`config.mk`:
```
export PLATFORM = sky130hd
export DESIGN_NAME = decode_stage
export DESIGN_NICKNAME = d
export VERILOG_FILES = /design/src/rtl/decode_pkg.sv /design/src/rtl/rv32_decoder.sv /design/src/rtl/decode_stage.sv
export SDC_FILE = /design/constraint.sdc
export NUM_CORES = 1
export LEC_CHECK = 0
export CAP_MARGIN = 15
export CORE_MARGIN = 5
export CORE_UTILIZATION = 50
export DETAILED_ROUTE_END_ITERATION = 8
export MAX_ROUTING_LAYER = met4
export PLACE_DENSITY = 0.79
export SETUP_SLACK_MARGIN = 0.5
export SLEW_MARGIN = 10
export SYNTH_ARGS = -nofsm -noshare
export SYNTH_HDL_FRONTEND = slang
export SYNTH_SLANG_ARGS = --single-unit
```
`constraint.sdc`:
```
create_clock -name clk -period 2.4 [get_ports clk]
set_clock_uncertainty 0.05 [all_clocks]
set_input_delay 0.48 -clock clk [delete_from_list [all_inputs] [get_ports clk]]
set_output_delay 0.48 -clock clk [all_outputs]
set_load 0.02 [all_outputs]
```
`src/rtl/decode_pkg.sv`:
```
// Shared types for the RV32I decode stage: opcodes, FU classes, uop bundle.
// Exports OPC_* localparams, fu_type_e, uop_t and funct3 legality helpers.
package decode_pkg;

  localparam int XLEN = 32;

  localparam logic [6:0] OPC_LUI    = 7'b0110111;
  localparam logic [6:0] OPC_AUIPC  = 7'b0010111;
  localparam logic [6:0] OPC_JAL    = 7'b1101111;
  localparam logic [6:0] OPC_JALR   = 7'b1100111;
  localparam logic [6:0] OPC_BRANCH = 7'b1100011;
  localparam logic [6:0] OPC_LOAD   = 7'b0000011;
  localparam logic [6:0] OPC_STORE  = 7'b0100011;
  localparam logic [6:0] OPC_OPIMM  = 7'b0010011;
  localparam logic [6:0] OPC_OP     = 7'b0110011;
  localparam logic [6:0] OPC_FENCE  = 7'b0001111;
  localparam logic [6:0] OPC_SYSTEM = 7'b1110011;

  localparam logic [6:0] F7_MULDIV  = 7'b0000001;

  typedef enum logic [2:0] {
    FU_NONE = 3'd0,
    FU_ALU  = 3'd1,
    FU_BRU  = 3'd2,
    FU_LSU  = 3'd3,
    FU_MDU  = 3'd4
  } fu_type_e;

  typedef struct packed {
    logic [31:0] pc;
    logic [31:0] pc_4;
    logic [6:0]  opcode;
    logic [2:0]  funct3;
    logic [6:0]  funct7;
    logic [4:0]  rd;
    logic [4:0]  rs1;
    logic [4:0]  rs2;
    logic [31:0] imm;
    fu_type_e    fu_type;
    logic        uses_rs1;
    logic        uses_rs2;
    logic        uses_rd;
    logic        is_load;
    logic        is_store;
    logic        is_branch;
    logic        is_jump;
    logic        illegal;
  } uop_t;

  // LB/LH/LW/LBU/LHU only
  function automatic logic load_f3_ok(
    input logic [2:0] f3
  );
    return (f3 != 3'b011) &&
           (f3 != 3'b110) &&
           (f3 != 3'b111);
  endfunction

  // SB/SH/SW only
  function automatic logic store_f3_ok(
    input logic [2:0] f3
  );
    return (f3 == 3'b000) ||
           (f3 == 3'b001) ||
           (f3 == 3'b010);
  endfunction

  // 010 and 011 are unassigned
  function automatic logic branch_f3_ok(
    input logic [2:0] f3
  );
    return (f3 != 3'b010) &&
           (f3 != 3'b011);
  endfunction

endpackage

```
`src/rtl/rv32_decoder.sv`:
```
// Combinational RV32I instruction -> uop_t decoder.
// Ports: instr, pc, pc_4 in; uop out. DECODE_RV32M_EN enables MDU ops.
module rv32_decoder
  import decode_pkg::*;
(
  input  logic [31:0] instr,
  input  logic [31:0] pc,
  input  logic [31:0] pc_4,
  output uop_t        uop
);

  logic [6:0]  opc;
  logic [2:0]  f3;
  logic [6:0]  f7;
  logic [31:0] imm_i;
  logic [31:0] imm_s;
  logic [31:0] imm_b;
  logic [31:0] imm_u;
  logic [31:0] imm_j;
  logic        ill;

  assign opc = instr[6:0];
  assign f3  = instr[14:12];
  assign f7  = instr[31:25];

  assign imm_i = {{20{instr[31]}},
                  instr[31:20]};
  assign imm_s = {{20{instr[31]}},
                  instr[31:25],
                  instr[11:7]};
  assign imm_b = {{19{instr[31]}},
                  instr[31],
                  instr[7],
                  instr[30:25],
                  instr[11:8],
                  1'b0};
  assign imm_u = {instr[31:12], 12'h000};
  assign imm_j = {{11{instr[31]}},
                  instr[31],
                  instr[19:12],
                  instr[20],
                  instr[30:21],
                  1'b0};

  always_comb begin
    uop          = '0;
    ill          = 1'b0;
    uop.pc       = pc;
    uop.pc_4     = pc_4;
    uop.opcode   = opc;
    uop.funct3   = f3;
    uop.funct7   = f7;
    uop.rd       = instr[11:7];
    uop.rs1      = instr[19:15];
    uop.rs2      = instr[24:20];
    uop.fu_type  = FU_NONE;
    uop.uses_rs1 = 1'b1;
    uop.uses_rs2 = 1'b0;
    uop.uses_rd  = 1'b1;

    unique case (1'b1)
      (opc == OPC_LUI),
      (opc == OPC_AUIPC): begin
        uop.imm      = imm_u;
        uop.fu_type  = FU_ALU;
        uop.uses_rs1 = 1'b0;
      end
      (opc == OPC_JAL): begin
        uop.imm      = imm_j;
        uop.fu_type  = FU_BRU;
        uop.uses_rs1 = 1'b0;
        uop.is_jump  = 1'b1;
      end
      (opc == OPC_JALR): begin
        uop.imm     = imm_i;
        uop.fu_type = FU_BRU;
        uop.is_jump = 1'b1;
      end
      (opc == OPC_BRANCH): begin
        uop.imm       = imm_b;
        uop.fu_type   = FU_BRU;
        uop.uses_rs2  = 1'b1;
        uop.uses_rd   = 1'b0;
        uop.is_branch = 1'b1;
        ill           = !branch_f3_ok(f3);
      end
      (opc == OPC_LOAD): begin
        uop.imm     = imm_i;
        uop.fu_type = FU_LSU;
        uop.is_load = 1'b1;
        ill         = !load_f3_ok(f3);
      end
      (opc == OPC_STORE): begin
        uop.imm      = imm_s;
        uop.fu_type  = FU_LSU;
        uop.uses_rs2 = 1'b1;
        uop.uses_rd  = 1'b0;
        uop.is_store = 1'b1;
        ill          = !store_f3_ok(f3);
      end
      (opc == OPC_OPIMM): begin
        uop.imm     = imm_i;
        uop.fu_type = FU_ALU;
      end
      (opc == OPC_OP): begin
        uop.uses_rs2 = 1'b1;
        if (f7 == F7_MULDIV) begin
`ifdef DECODE_RV32M_EN
          uop.fu_type = FU_MDU;
`else
          ill = 1'b1;
`endif
        end else begin
          uop.fu_type = FU_ALU;
        end
      end
      (opc == OPC_FENCE): begin
        uop.imm = imm_i;
      end
      (opc == OPC_SYSTEM): begin
        uop.imm = '0;
      end
      default: begin
        ill = 1'b1;
      end
    endcase

    if (instr[1:0] != 2'b11) begin
      ill = 1'b1;
    end

    if (uop.rd == 5'd0) begin
      uop.uses_rd = 1'b0;
    end

    // illegal uops travel on but must not
    // claim any resource downstream
    if (ill) begin
      uop.fu_type   = FU_NONE;
      uop.uses_rs1  = 1'b0;
      uop.uses_rs2  = 1'b0;
      uop.uses_rd   = 1'b0;
      uop.is_load   = 1'b0;
      uop.is_store  = 1'b0;
      uop.is_branch = 1'b0;
      uop.is_jump   = 1'b0;
    end
    uop.illegal = ill;
  end

endmodule

```
`src/rtl/decode_stage.sv`:
```
// Decode stage: rv32_decoder plus 2-entry elastic buffer (out + skid).
// Ports: clk, reset(n), flush, fetch in/valid/ready, uop out/valid/ready.
module decode_stage
  import decode_pkg::*;
#(
  parameter int XLEN = 32
) (
  input  logic            clk,
  input  logic            reset,
  input  logic            flush,
  input  logic [31:0]     instr_in,
  input  logic [XLEN-1:0] pc_in,
  input  logic [XLEN-1:0] pc_4_in,
  input  logic            valid_in,
  output logic            ready_in,
  input  logic            ready_out,
  output logic            valid_out,
  output uop_t            uop_out
);

  uop_t dec_uop;
  uop_t skid_q;
  logic skid_valid;
  logic accept;
  logic out_load;
  logic skid_valid_d;

  rv32_decoder u_dec (
    .instr (instr_in),
    .pc    (pc_in),
    .pc_4  (pc_4_in),
    .uop   (dec_uop)
  );

  assign accept   = valid_in && ready_in;
  assign out_load = !valid_out || ready_out;

  // ready_in is the registered copy of
  // this, so fetch never sees ready_out
  always_comb begin
    skid_valid_d = skid_valid;
    if (out_load) begin
      skid_valid_d = skid_valid && accept;
    end else if (accept) begin
      skid_valid_d = 1'b1;
    end
  end

  always_ff @(posedge clk) begin
    if (!reset) begin
      valid_out  <= 1'b0;
      uop_out    <= '0;
      skid_valid <= 1'b0;
      skid_q     <= '0;
      ready_in   <= 1'b1;
    end else if (flush) begin
      valid_out  <= 1'b0;
      skid_valid <= 1'b0;
      ready_in   <= 1'b1;
    end else begin
      if (out_load) begin
        if (skid_valid) begin
          uop_out   <= skid_q;
          valid_out <= 1'b1;
        end else if (accept) begin
          uop_out   <= dec_uop;
          valid_out <= 1'b1;
        end else begin
          valid_out <= 1'b0;
        end
      end
      // skid takes the input whenever the
      // output register is not taking it
      if (accept && (skid_valid || !out_load)) begin
        skid_q <= dec_uop;
      end
      skid_valid <= skid_valid_d;
      ready_in   <= !skid_valid_d;
    end
  end

endmodule

```
After elaboration in Yosys (flattened, before gate mapping) --
Index checks and enable logic that the tools add are counted.
Operators by class: equal/unequal tests 19, multiplexer cells 21, bitwise gates (word level) 2, reduce and logical (&&, ||, !) cells 32
Operators with widths (number):
- two-way mux 139 bit | 2
- one-hot mux 32 bit (5 select lines) | 1
- equality test 7 bit, second input constant | 4
- equality test 7 x 6 -> 1 bit, second input constant | 3
- two-way mux 1 bit | 15
- equality test 7 x 5 -> 1 bit, second input constant | 2
- one-hot mux 3 bit (4 select lines) | 1
- OR reduction 3 bit | 4
- two-way mux 10 bit | 1
- OR reduction 2 bit | 5
- equality test 7 x 1 -> 1 bit, second input constant | 1
- equality test 7 x 2 -> 1 bit, second input constant | 1
- equality test 7 x 4 -> 1 bit, second input constant | 1
- OR reduction 7 bit | 1
- logical AND 1 bit | 6
- zero test 1 bit | 6
- != test 3 x 2 -> 1 bit, second input constant | 2
- != test 3 bit, second input constant | 2
- zero test 5 bit | 1
- one-hot mux 1 bit (5 select lines) | 1
- logical OR 1 bit | 4
- OR reduction 4 bit | 1
- equality test 3 x 1 -> 1 bit, second input constant | 1
- equality test 3 x 2 -> 1 bit, second input constant | 1
- other kinds (6) | 7
Word-level totals: bits in registers 281, bits of input ports 101, output and inout port bits 141, logic and storage cells 113

Logic depth before layout (Yosys ltp) --
Gate-level depths: netlist of the first run.
depth after elaboration 9, gate-level depth with buffers 9, depth with buffers taken out 6

By module --
Synthesis of the first run repeated with hierarchy kept, for this count alone.
Second synthesis, totals: cell total of the unflattened synthesis 1588, area total of the unflattened synthesis 14113.5 µm²
Modules (own cells, without submodules):
- decode_stage | times used 1, cells each 1374, area an instance 12680.9 µm², sequential area each 5625.4 µm²
- rv32_decoder | times used 1, cells each 214, area an instance 1432.6 µm², sequential area each 0.0 µm²

Worst setup path before layout of the first run --
Ideal clock, no wire load.
path kind flip-flop to flip-flop, from reg valid_out, to reg skid_q[23] (netlist bit), setup time 131 ps, arrival time 1774 ps, required time 2219 ps, path slack 445 ps, stages on the path, launching flop included 8, buffers on the path 2, period minus slack after synthesis 1955 ps, cell sequence dfxtp_1 > nor2b_2 > nor2_1 > or3_1 > buf_2 > clkbuf_1 > nor2_1 > a21oi_1
Between the ends: word-level cells in the longest chain between the ends 6
RTL lines:
- start: declaration | RTL line decode_stage.sv:17 | output logic valid_out,
- start signal: assignment | RTL line decode_stage.sv:51 | valid_out <= 1'b0;
- start signal: assignment | RTL line decode_stage.sv:57 | valid_out <= 1'b0;
- start signal: assignment | RTL line decode_stage.sv:64 | valid_out <= 1'b1;
- zero test 1 bit | RTL line decode_stage.sv:36 | assign out_load = !valid_out || ready_out;
- logical OR 1 bit | RTL line decode_stage.sv:36
- zero test 1 bit | RTL line decode_stage.sv:74 | if (accept && (skid_valid || !out_load)) begin
- logical OR 1 bit | RTL line decode_stage.sv:74
- logical AND 1 bit | RTL line decode_stage.sv:74
- AND reduction 2 bit (no source line)
- end signal: assignment | RTL line decode_stage.sv:75 | skid_q <= dec_uop;
- end: declaration | RTL line decode_stage.sv:22 | uop_t skid_q;
No other way between the ends. A chain may end at the register's enable or synchronous reset.

Worst setup path in the final report of the first run --
from in ready_out, to reg skid_q[87] (netlist bit)
Between the ends: word-level cells in the longest chain between the ends 5
RTL lines:
- start: declaration | RTL line decode_stage.sv:16 | input logic ready_out,
- logical OR 1 bit | RTL line decode_stage.sv:36
- zero test 1 bit | RTL line decode_stage.sv:74
- logical OR 1 bit | RTL line decode_stage.sv:74
- logical AND 1 bit | RTL line decode_stage.sv:74
- AND reduction 2 bit (no source line)
No other way between the ends.

==> reports/metrics.cfg, run 1 <==
[placed_design]
portBuffers=240
placed_area_sq_um=14500
dp.cells=1831
dp_hpwl_um=23200
globalplace.congestion=0.926

[floorplanning]
fp.dieH_um=161
die_w_um=161
ios=242
initial_utilization_pct=50.6
core_area_sq_um=22600
rows=55
dieArea_sq_um=26000

[worst_setup_path]
cp.arrival_ns=2.28
reg2reg_from=valid_out
r2r_slack_ns=0.54
rr_worst_depth=7
slowest_stage=clkdlybuf4s50_1
rr_endpoint=skid_q[87]
crit_path_max_fanout=37
worstSetupEndpointType=register
crit_type=input port to register
crit_chain=clkdlybuf4s50_1, nor2b_4, nor2_1, or3_4, buf_4, bufbuf_16, nand2_1, a21oi_1
crit_path_start_kind=input port
required_ns=2.76
slowest_delay_ns=0.45

[sta]
post-route-period-util_pct=80.3
tns_ns=0
hold_violations=0
rsz0062_at_grt=true
fin_crit_ns=1.93
setup_viol=0
report.final.slew_viol_count=0
slew_headroom_pct=52.4
tightest_slew_ns=0.714
timing.fmax_mhz=519

[logic_synthesis]
synth_cells=1335
ys_warn_count=0
ys_seq_area_share_pct=48.9
synth_area_sq_um=11400
synth_edf_count=0
async_flop_share_pct=0
synth-main-ff-cell=dfxtp_1
syn_nets=1436
ys_ff_latch=279
synthDistinctLibCells=54
syn_area_per_cell_sq_um=8.56

[clocking]
cts_buffers=29
insertion_delay_ns=0.54
hold_buffers=0
clk_path_buf_depth=3
clock-root-buffer=clkbuf_16
cts_sinks=279
cts_tree=done
htreeDepth=1
clk_pin_slew_ns=0.06

[hold_path]
hold_path.startpoint=instr_in[0]
hold_path_class=input port to register
min_to=skid_q[68]
holdPathStages=3

[cells_and_area]
nNetsFinal=1705
design_area_sq_um=15800
syn2layout_area_growth_pct=38.6
fillCellCount=1801
final_cells=1912
layout_common_cells=278 x dfxtp_1, 232 x nand2_1, 157 x a21oi_1
drive_above_1_share_pct=13.1
final_common_cell=dfxtp_1

[grt]
grt_pass1_vias=10400
antenna_found_initial=1
grt_start_max_net_pins=73
grt_usage_pct=26.3
grt-ovfl-total=0
grt_pass1_wl_um=55100

[power]
total_power_w=0.0110
power_density_nw_per_um2=696
peakVddDrop_mv=0.514
leakagePower_nw=6.13

[route]
first_iter_violations=859
wl_per_cell_um=18.6
ant_nets=0
viasPerCell=5.69
vias=10900
drt_first_pass_iters=5
drt-total-wl_um=35500
drcViolationCount=0

[job]
cap_violations=0

[outcome]
outcome=completed

[Yosys cell counts (2+ instances only)]
library cell	number	area share [%]
or3_1	7	0.38
buf_6	3	0.30
nor2b_1	4	0.22
and3_1	2	0.11
nand3_1	14	0.61
a22oi_1	6	0.39
dfxtp_1	279	49
a32oi_1	2	0.15
nor2_1	136	4.5
or4_1	3	0.20
nand2_1	235	7.7
buf_4	3	0.20
buf_1	6	0.20
o21ai_0	48	2.1
o31ai_1	6	0.39
mux2i_1	95	8.3
nand3b_1	26	1.7
a31oi_1	2	0.11
nor4_1	3	0.16
nor3b_1	2	0.13
a221oi_1	14	1.1
nor3_1	9	0.39
o211ai_1	22	1.4
inv_1	7	0.23
buf_2	35	1.5
o41ai_1	3	0.23
a21oi_1	160	7.0
nor3_2	3	0.26
o22ai_1	2	0.11
clkbuf_1	74	2.4
a211oi_1	95	6.2
nand4_1	2	0.11
nand2b_1	6	0.33
[cell type report]
cell class	count	area (sq um)	area share, %
Clock buffer	38	820	5.18
Multi-Input combinational cell	929	5500	34.8
Tap cell	285	357	2.25
Sequential cell	279	5590	35.3
Inverter	7	31.3	0.198
Timing Repair Buffer	358	3350	21.1
Antenna cell	1	2.50	0.0158
Clock inverter	15	184	1.16
[logic make-up (layout without fill, tap and decap cells)]
logic type                 after synthesis  in the layout  share of synthesized area [%]
AOI/OAI and AO/OA                      370            371                           20.2
adders and majority gates                1              1                         0.0876
buffers and inverters                  128            418                           4.89
DFF                                    279            279                           48.9
muxes                                   95             95                           8.33
other                                    1              2                         0.0328
and+or+nand+nor                        461            461                           17.6
[repair_timing]
item	4_1_cts	5_1_grt
buffers inserted	13	11
cloned	2	1
endpoints found under the setup margin	294	66
gates resized for setup	179	18
pin swaps	8	9
[routing by layer]
| metal | GRT usage (%) | share of wire [%] | vias to the layer above |
|---|---|---|---|
| li1 | - | - | 5246 |
| met1 | 34.5 | 43 | 5142 |
| met2 | 41.7 | 47 | 411 |
| met3 | 3.75 | 7.0 | 84 |
| met4 | 9.34 | 3.4 | 0 |
| met5 | - | 0 | - |
[critical path, delay by kind of cell]
kind | cells | cell delay (ns)
AOI/OAI and AO/OA | 1 | 0.07
buffers and inverters | 3 | 0.93
and+or+nand+nor | 4 | 0.79
[sequential cells by signal, summed over array words and instances, names as in the netlist]
name        flops
valid_out       1
skid_q        138
ready_in        1
skid_valid      1
uop_out       138
[power breakdown]
group	switching, W	internal [W]
combinational	0.000820	0.000608
clock	0.00185	0.00283
sequential	0.0000944	0.00481
total	0.00277	0.00825
[how the worst max path moves through the flow]
stage	startpoint	end	slack [ns]	depth (start not counted)
global route	ready_out	skid_q[87]	0.43	8
CTS	instr_in[31]	uop_out[8]	0.48	7
finish	ready_out	skid_q[87]	0.47	8
detailed placement	instr_in[5]	uop_out[31]	-0.34	8
floorplan	instr_in[6]	uop_out[8]	0.51	8
global placement	instr_in[5]	uop_out[41]	-0.29	8
[metrics by stage]
stage	utilization, %	hold WS [ns]	worst slack (ns)
after floorplan	-	0.382	0.506
final	70.1	0.241	0.473
after global placement	64.4	0.391	-0.290
after CTS	69.4	0.366	0.479
after detailed placement	64.4	0.396	-0.340
after global routing	70.1	0.259	0.429
(Power assumes the default switching activity.)
==> run 2, diff against run 1 <==
--- a/config.mk
+++ b/config.mk
@@ -7,10 +7,10 @@
 export LEC_CHECK = 0
 export CAP_MARGIN = 15
 export CORE_MARGIN = 5
-export CORE_UTILIZATION = 50
+export CORE_UTILIZATION = 46
 export DETAILED_ROUTE_END_ITERATION = 8
 export MAX_ROUTING_LAYER = met4
-export PLACE_DENSITY = 0.79
+export PLACE_DENSITY = 0.76
 export SETUP_SLACK_MARGIN = 0.5
 export SLEW_MARGIN = 10
 export SYNTH_ARGS = -nofsm -noshare
==> constraint.sdc (replaced) <==
create_clock -name clk -period 1.6 [get_ports clk]
set_clock_uncertainty 0.05 [all_clocks]
set_input_delay 0.32 -clock clk [delete_from_list [all_inputs] [get_ports clk]]
set_output_delay 0.32 -clock clk [all_outputs]
set_load 0.02 [all_outputs]
==> run 2 against run 1 <==
  * The run now ends with negative setup slack left
  * Sequential power rose by 53%
  * Critical endpoint is now uop_out[116]
  * Sequential share of layout area is 5.5 points lower
  * Critical path type is now register to register
  * Wire length grew 33%
  * Highest routed layer unchanged
==> reports/metrics.cfg, run 2 (synthesized netlist as in run 1, its figures left out) <==
[worst_setup_path]
crit_path_start_kind=register  ; was input port
cp.arrival_ns=2.26  ; was 2.28 ns
endpoint=uop_out[116]  ; was skid_q[87]
rr_worst_depth=9  ; was 7
crit_start=valid_out  ; was ready_out
reg2reg_from=valid_out  ; unchanged
crit_path_max_fanout=8  ; was 37
worstSetupEndpointType=register  ; unchanged
rr_endpoint=uop_out[116]  ; was skid_q[87]
r2r_slack_ns=-0.26  ; was 0.54 ns
required_ns=2.00  ; was 2.76 ns
crit_type=register to register  ; was input port to register

[route]
drt_first_pass_iters=6  ; was 5
drcViolationCount=0  ; unchanged
wl_per_cell_um=22.9  ; was 18.6 um
drt-total-wl_um=47200  ; was 35500 um
first_iter_violations=1430  ; was 859
ant_nets=0  ; unchanged
vias=12500  ; was 10900
viasPerCell=6.07  ; was 5.69

[cells_and_area]
nNetsFinal=1810  ; was 1705
top_regs=skid_q (138), uop_out (138)  ; unchanged
final_common_cell=nand2_1  ; was dfxtp_1
layout_common_cells=215 x nand2_1, 175 x buf_6, 139 x dfxtp_1  ; was 278 x dfxtp_1, 232 x nand2_1, 157 x a21oi_1
drive_above_1_share_pct=46.8  ; was 13.1%
syn2layout_area_growth_pct=69.6  ; was 38.6%

[grt]
grt-ovfl-total=0  ; unchanged
grt_pass1_vias=11100  ; was 10400
grt_usage_pct=26.5  ; was 26.3%
grt_pass1_wl_um=59900  ; was 55100 um
grt_start_max_net_pins=76  ; was 73
antenna_found_initial=3  ; was 1

[outcome]
violations=negative setup slack
outcome=finished, violations left  ; was completed

[floorplanning]
die_w_um=168  ; was 161 um
ios=242  ; unchanged
dieArea_sq_um=28100  ; was 26000 sq um
initial_utilization_pct=46.8  ; was 50.6%
core_area_sq_um=24400  ; was 22600 sq um
fp.dieH_um=168  ; was 161 um
rows=57  ; was 55

[clocking]
cts_buffers=29  ; unchanged
clock-root-buffer=clkbuf_16  ; unchanged
cts_sinks=279  ; unchanged
htreeDepth=1  ; unchanged
clk_pin_slew_ns=0.06  ; about the same
cts_tree=done  ; unchanged
hold_buffers=0  ; unchanged
clk_path_buf_depth=3  ; unchanged
insertion_delay_ns=0.56  ; was 0.54 ns

[hold_path]
hold_path_class=input port to register  ; unchanged

[sta]
setup_viol=272  ; was 0
holdWs_ns=0.114  ; was 0.241 ns
report.final.slew_viol_count=0  ; unchanged
timing.fmax_mhz=538
rsz0062_at_grt=true  ; unchanged
post-route-period-util_pct=116
tightest_slew_ns=0.609  ; was 0.714 ns
hold_violations=0  ; unchanged
slew_headroom_pct=59.4  ; was 52.4%
tns_ns=-22.96  ; was 0 ns
fin_crit_ns=1.86
fin_ws_ns=-0.258  ; was 0.473 ns

[power]
peakVddDrop_mv=0.719  ; was 0.514 mV
leakagePower_nw=7.16  ; was 6.13 nW
power_density_nw_per_um2=948  ; was 696 nW/um^2
total_power_w=0.0184  ; was 0.0110 W

[placed_design]
dp_hpwl_um=23500  ; was 23200 um
pre_cts_ws_ns=-0.937  ; was -0.340 ns
globalplace.congestion=0.908  ; was 0.926
portBuffers=240  ; unchanged

[job]
cap_violations=0  ; unchanged

[run 2: power breakdown]
| part | total [W] | internal [W] | leakage [nW] | switching, W |
|---|---|---|---|---|
| registers | 0.00749 | 0.00726 | 2.33 | 0.000228 |
| logic | 0.00322 | 0.00159 | 4.29 | 0.00163 |
| clock network | 0.00766 | 0.00471 | 0.539 | 0.00295 |
[run 2: through the flow]
step / instances / instance area, sq um / util, %
2_1_floorplan: 1335 / 11600 / -
3_3_place_gp: 1889 / 14800 / 60.6
3_5_place_dp: 1889 / 14800 / 60.6
4_1_cts: 1992 / 17300 / 71.0
5_1_grt: 2058 / 19400 / 79.4
6_report: 2059 / 19400 / 79.4
[run 2: worst max-delay path: stages (launching register included)]
cell	delay [ns]
dfxtp_4	0.34
nor2b_4	0.16
buf_6	0.11
nor3_4	0.03
buf_6	0.16
buf_12	0.15
buf_6	0.13
buf_12	0.14
clkbuf_16	0.18
a211oi_2	0.27
[run 2: per-layer routing]
metal	routed length, um	vias to the layer above	track usage [%]
met5	0	-	-
met4	2970	0	9.99
met3	3980	245	3.47
met2	22600	770	43.3
met1	17700	6021	33.8
li1	-	5467	-
[run 2: layout make-up]
type | instances | area (sq um)
multi-input cells | 929 | 6570
flip-flops and latches | 279 | 5770
repair buffers | 463 | 5500
fillers | 1343 | 5020
clock buffers | 36 | 803
well taps | 324 | 405
clock inverters | 17 | 283
inverters | 7 | 31.3
diodes | 4 | 10.0
[run 2: worst min-delay path by stage]
| stage | start | endpoint | cells past startpoint |
|---|---|---|---|
| 2_1_floorplan | skid_q[100] | skid_q[100] | 2 |
| 3_3_place_gp | skid_q[101] | skid_q[101] | 2 |
| 3_5_place_dp | skid_q[101] | skid_q[101] | 2 |
| 4_1_cts | reset | skid_q[0] | 3 |
| 5_1_grt | reset | skid_q[0] | 3 |
| 6_report | reset | skid_q[0] | 3 |
[run 2: timing repair]
item	4_1_cts	5_1_grt
gates cloned	15	27
pin swaps	37	87
setup endpoints to repair	418	418
resized for setup	1084	310
buffers inserted	35	36
